**config.mk**
```make
export PLATFORM = sky130hd
export DESIGN_NAME = car_alarm_siren_controller
export DESIGN_NICKNAME = d
export VERILOG_FILES = /design/src/rtl/car_alarm_siren_controller.sv
export SDC_FILE = /design/constraint.sdc
export NUM_CORES = 1
export LEC_CHECK = 0
export ABC_CLOCK_PERIOD_IN_PS = 2600
export CORE_MARGIN = 1
export CORE_UTILIZATION = 40
export DETAILED_ROUTE_END_ITERATION = 7
export GPL_TIMING_DRIVEN = 0
export PLACE_DENSITY = 0.56
export SLEW_MARGIN = 10
export SYNTH_ARGS = -nofsm -noshare
export SYNTH_HDL_FRONTEND = slang
export SYNTH_SLANG_ARGS = --single-unit
```
**constraint.sdc**
```tcl
create_clock -name clk -period 2.6 [get_ports clk]
set_input_delay 0.65 -clock clk [delete_from_list [all_inputs] [get_ports clk]]
set_output_delay 0.65 -clock clk [all_outputs]
set_load 0.02 [all_outputs]
```
**src/rtl/car_alarm_siren_controller.sv**
```systemverilog
// rtl/car_alarm_siren_controller.sv - arm/debounce/entry-delay/siren sequencer for the car alarm condition
// Optional macro ALARM_EVENT_COUNT_EN adds the saturating AlarmEventCount output.
module car_alarm_siren_controller #(
  parameter int DEBOUNCE_CYCLES    = 4,
  parameter int ENTRY_DELAY_CYCLES = 10,
  parameter int SIREN_CYCLES       = 20,
  parameter int PULSE_HALF_PERIOD  = 3,
  parameter int CNT_W              = 16
) (
  input  logic       clk,
  input  logic       reset_n,
  input  logic       CarAlarmSignal,
  input  logic       ArmRequest,
  input  logic       DisarmRequest,
  output logic       SirenOn,
  output logic       HornPulse,
  output logic       ArmedStatus,
  output logic [2:0] AlarmState
`ifdef ALARM_EVENT_COUNT_EN
  ,
  output logic [7:0] AlarmEventCount
`endif
);

  typedef enum logic [2:0] {
    ST_DISARMED    = 3'd0,
    ST_ARMED       = 3'd1,
    ST_ENTRY_DELAY = 3'd2,
    ST_SOUNDING    = 3'd3,
    ST_COOLDOWN    = 3'd4
  } state_t;

  localparam logic [CNT_W-1:0] W_ZERO       = '0;
  localparam logic [CNT_W-1:0] W_ONE        = CNT_W'(1);
  localparam logic [CNT_W-1:0] W_DEB_LAST   = CNT_W'(DEBOUNCE_CYCLES - 1);
  localparam logic [CNT_W-1:0] W_ENTRY_LOAD = CNT_W'(ENTRY_DELAY_CYCLES - 1);
  localparam logic [CNT_W-1:0] W_SIREN_LOAD = CNT_W'(SIREN_CYCLES - 1);
  localparam logic [CNT_W-1:0] W_PULSE_LOAD = CNT_W'(PULSE_HALF_PERIOD - 1);

  state_t           r_state;
  logic [CNT_W-1:0] r_cnt;
  logic [CNT_W-1:0] r_deb;
  logic [CNT_W-1:0] r_pulse_cnt;
  logic             r_siren;
  logic             r_horn;
  logic             r_armed;
`ifdef ALARM_EVENT_COUNT_EN
  logic [7:0]       r_event_cnt;
`endif

  always_ff @(posedge clk) begin
    if (!reset_n) begin
      r_state     <= ST_DISARMED;
      r_cnt       <= W_ZERO;
      r_deb       <= W_ZERO;
      r_pulse_cnt <= W_ZERO;
      r_siren     <= 1'b0;
      r_horn      <= 1'b0;
      r_armed     <= 1'b0;
`ifdef ALARM_EVENT_COUNT_EN
      r_event_cnt <= 8'd0;
`endif
    end else if (DisarmRequest) begin
      // Disarm never touches the event counter; only reset clears it.
      r_state     <= ST_DISARMED;
      r_cnt       <= W_ZERO;
      r_deb       <= W_ZERO;
      r_pulse_cnt <= W_ZERO;
      r_siren     <= 1'b0;
      r_horn      <= 1'b0;
      r_armed     <= 1'b0;
    end else begin
      case (r_state)
        ST_DISARMED: begin
          if (ArmRequest) begin
            r_state <= ST_ARMED;
            r_deb   <= W_ZERO;
            r_armed <= 1'b1;
          end
        end
        ST_ARMED: begin
          if (!CarAlarmSignal) begin
            r_deb <= W_ZERO;
          end else if (r_deb == W_DEB_LAST) begin
            r_state <= ST_ENTRY_DELAY;
            r_cnt   <= W_ENTRY_LOAD;
            r_deb   <= W_ZERO;
          end else begin
            r_deb <= r_deb + W_ONE;
          end
        end
        ST_ENTRY_DELAY: begin
          if (r_cnt == W_ZERO) begin
            r_state     <= ST_SOUNDING;
            r_cnt       <= W_SIREN_LOAD;
            r_pulse_cnt <= W_PULSE_LOAD;
            r_siren     <= 1'b1;
            r_horn      <= 1'b1;
`ifdef ALARM_EVENT_COUNT_EN
            if (r_event_cnt != 8'hFF) r_event_cnt <= r_event_cnt + 8'd1;
`endif
          end else begin
            r_cnt <= r_cnt - W_ONE;
          end
        end
        ST_SOUNDING: begin
          if (r_cnt == W_ZERO) begin
            r_state     <= ST_COOLDOWN;
            r_pulse_cnt <= W_ZERO;
            r_siren     <= 1'b0;
            r_horn      <= 1'b0;
          end else begin
            r_cnt <= r_cnt - W_ONE;
            if (r_pulse_cnt == W_ZERO) begin
              r_horn      <= ~r_horn;
              r_pulse_cnt <= W_PULSE_LOAD;
            end else begin
              r_pulse_cnt <= r_pulse_cnt - W_ONE;
            end
          end
        end
        ST_COOLDOWN: begin
          // Wait for the condition to clear so a stuck input cannot retrigger at once.
          if (!CarAlarmSignal) begin
            r_state <= ST_ARMED;
            r_deb   <= W_ZERO;
          end
        end
        default: begin
          r_state <= ST_DISARMED;
          r_cnt   <= W_ZERO;
          r_deb   <= W_ZERO;
          r_siren <= 1'b0;
          r_horn  <= 1'b0;
          r_armed <= 1'b0;
        end
      endcase
    end
  end

  assign SirenOn     = r_siren;
  assign HornPulse   = r_horn;
  assign ArmedStatus = r_armed;
  assign AlarmState  = r_state;
`ifdef ALARM_EVENT_COUNT_EN
  assign AlarmEventCount = r_event_cnt;
`endif

endmodule

```
==> out/qor.log <==
qor: routing.vias_per_cell 5.62
qor: clocking.numClockSinks 54
qor: timing.tightest_slew 0.888 ns
qor: finish.flow.area_growth_from_synthesis 11.4%
qor: yosys.synth-seq-cells 54
qor: outcome.run_status finished, final reports clean
qor: routing.antenna_left 0
qor: yosys.synth.avg_cell_area 8.18 µm²
qor: global_routing.largest_net_degree_at_the_start_of_global_routing 16
qor: yosys.synth.yosys.seq_area_share 36.4%
qor: place.place_ws -0.119 ns
qor: yosys.synthDistinctLibCells 56
qor: global_routing.grt_usage 18.8%
qor: place.buffer_ports.inserted 10
qor: pwr.leakage 1.30 nW
qor: routing.drtIter0Drc 77
qor: timing.skew 0.00575 ns
qor: worst_setup_path.r2r_start r_cnt[4]
qor: yosys.synthesized_instance_count 363
qor: timing.post-route-worst-setup-slack 0.160 ns
qor: worst_setup_path.path_max_fanout 10
qor: routing.vias 2,698
qor: worst_setup_path.critical-path-max-stage-delay 0.37 ns
qor: finish.layout_common_cells 54 x dfxtp_1, 37 x nor2_1, 23 x nor3_1
qor: clocking.clkSlewWorstSetupHoldPaths 0.09 ns
qor: routing.route.final.wire_length 7.00 mm
qor: timing.min_period 2.44 ns
qor: worst_setup_path.required_worst_endpoint 2.81 ns
qor: clocking.max-clock-path-buffers 2
qor: timing.finalSetupTns 0 ns
qor: worst_setup_path.setup.worst_path.end_class register
qor: routing.post_drt_wl_per_cell 14.6 µm
qor: worst_setup_path.cpMaxStageDelayCell a21oi_1
qor: yosys.synth_edf_count 0
qor: pwr.pwr_density_cell 433 nW/µm²
qor: timing.rsz0062_at_grt false
qor: pwr.vdd_ir_drop_max 0.189 mV
qor: global_routing.initial_antenna_violation_count 0
qor: floorplan.io-pin-count 11
qor: finish.commonest_non_fill_non_tap_cell_in_the_layout dfxtp_1
qor: worst_setup_path.path_common_cell clkbuf_1
qor: timing.hold_worst_slack 0.506 ns
qor: worst_setup_path.worstPathCellList clkbuf_1 -> nor4_1 -> and4_1 -> clkbuf_1 -> a21oi_1 -> and3_1 -> a211o_1
qor: worst_hold_path.timing.hold.worst.start ArmedStatus
qor: clocking.tritoncts built
qor: timing.setup-violations-final 0
qor: place.place.gp.congestion 0.858
qor: worst_hold_path.timing.hold.worst.class register to register
qor: floorplan.core_region_area 7210 µm²
qor: finish.layout-drive-gt1-share 4.99%
qor: finish.design.final.nets 390
qor: timing.fmax 410 MHz
qor: floorplan.die-area 7770 µm²
qor: timing.final_min_period_over_clock_period 93.9%
qor: yosys.netlist_area 2970 µm²
qor: floorplan.chipHeight 88.2 µm
qor: timing.worst_slew_margin_rel 40.8%
qor: clocking.ctsHtreeMaxLevel 2
qor: routing.drt_first_pass_iters 4
qor: finish.fin_cells 480
qor: global_routing.grt_remaining_overflow 0
qor: clocking.clk_latency 0.31 ns
qor: yosys.synth_fp_nets 373
qor: clocking.post_cts.repair.setup_buffers 0
qor: floorplan.start_util 41.2%
qor: yosys.synth-async-reset-ratio 0%
qor: yosys.ys_warn_count 0
qor: worst_setup_path.worstSetupStartpointType register
qor: finish.fin_util 45.9%
qor: clocking.ctsRootBufferMaster clkbuf_8
qor: global_routing.first_global_vias 2,421
qor: worst_setup_path.path_class register to register
qor: worst_setup_path.worst_setup_path_startpoint r_cnt[4]
qor: clocking.cts_inserted_buffers 5
qor: floorplan.count_of_standard_cell_rows 31
qor: flow_run.timing.max_cap.violations 0
qor: timing.finalMaxSlewViolations 0
qor: place.detailedPlacementHpwl 4.97 mm
qor: global_routing.grt_pass1_wl 11.5 mm
qor: finish.antenna_cells_inserted 0
qor: yosys.dominantRegCellSynth dfxtp_1
qor: floorplan.die_w 88.2 µm
qor: timing.hold_viol 0
qor: place.placedCellCount 472
qor: routing.drc 0
qor: worst_setup_path.worst_ep_arrival_time 2.65 ns
qor: clocking.cts_hold_buf 0
-- cells in the mapped netlist, types with 5 or more instances --
cell type | instances | area [µm²]
dfxtp_1 | 54 | 1080
nor2_1 | 37 | 139
a21o_1 | 11 | 82.6
nand2_1 | 18 | 67.6
inv_1 | 13 | 48.8
a211o_1 | 5 | 43.8
nor4b_1 | 5 | 43.8
ha_1 | 5 | 62.6
nor2b_1 | 5 | 31.3
a221o_1 | 6 | 60.1
nor4_1 | 11 | 68.8
nor3_1 | 25 | 125
nand3_1 | 8 | 40.0
or3_1 | 5 | 31.3
clkbuf_1 | 15 | 56.3
nand4_1 | 10 | 62.6
o21ai_0 | 13 | 65.1
and3_1 | 7 | 43.8
a21oi_1 | 21 | 105
xnor2_1 | 15 | 131
o31ai_1 | 5 | 37.5
or4_1 | 5 | 37.5
-- stage by stage --
| step | cell area, µm² | total power, mW |
|---|---|---|
| after floorplan | 2970 | 0.923 |
| after global placement | 3190 | 0.957 |
| after detailed placement | 3190 | 0.957 |
| after CTS | 3290 | 1.45 |
| after global routing | 3310 | 1.49 |
| final | 3310 | 1.43 |
-- timing repair --
item                                    CTS  global route
resized for setup                         0             5
endpoints found under the hold margin     0             0
endpoints found under the setup margin    0            20
-- area by class of cell --
| cell class | instances | area [µm²] |
|---|---|---|
| flip-flops and latches | 54 | 1080 |
| multi-input cells | 277 | 1780 |
| clock inverters | 1 | 5.00 |
| repair buffers | 10 | 100 |
| well taps | 99 | 124 |
| plain buffers | 18 | 76.3 |
| clock buffers | 7 | 86.3 |
| fillers | 746 | 3910 |
| inverters | 14 | 52.6 |
-- power by group --
group / total [mW] / leakage (nW) / switching [mW] / internal, mW
sequential: 0.834 / 0.435 / 0.00316 / 0.831
combinational: 0.107 / 0.821 / 0.0687 / 0.0386
clock: 0.493 / 0.0482 / 0.277 / 0.216
total: 1.43 / 1.30 / 0.349 / 1.09
-- worst max-delay path, delay by kind of cell, from the launching register on --
kind,cells,cell delay [ns]
flip-flops,1,0.31
buffers and inverters,2,0.53
AND/OR/NAND/NOR,3,0.87
AO/OA/AOI/OAI,2,0.62
-- flip-flops by register name (all words and copies together), names as in the netlist --
signal and cells:
SirenOn 1, r_cnt 16, r_pulse_cnt 16, r_deb 16
HornPulse 1, AlarmState 3, ArmedStatus 1
-- cells by family (layout without fill, tap and decap cells) --
logic type,count (synthesis),count (layout),synth area share [%]
flops,54,54,36.4
mux,1,1,0.337
compound gates,92,92,21.5
simple gates,162,162,30.3
fa+ha+maj,5,5,2.11
xor+xnor,17,17,5.01
buf+inv,32,50,4.34
-- path summary, 6_finish.rpt --
check           endpoint  slack, ns  depth (start not counted)
max            r_cnt[13]       0.16                          7
max reg2reg    r_cnt[13]       0.16                          7
min reg2reg  ArmedStatus       0.51                          2
min          ArmedStatus       0.51                          2
-- routing by layer --
layer | global-route usage (%) | wire length [µm] | vias up
li1 | - | - | 1394
met1 | 27.3 | 3790 | 1268
met2 | 29.2 | 3000 | 30
met3 | 2.83 | 139 | 6
met4 | 4.84 | 76 | 0
met5 | 0 | 0 | -
Note: power is estimated with default switching activity, not from simulation.
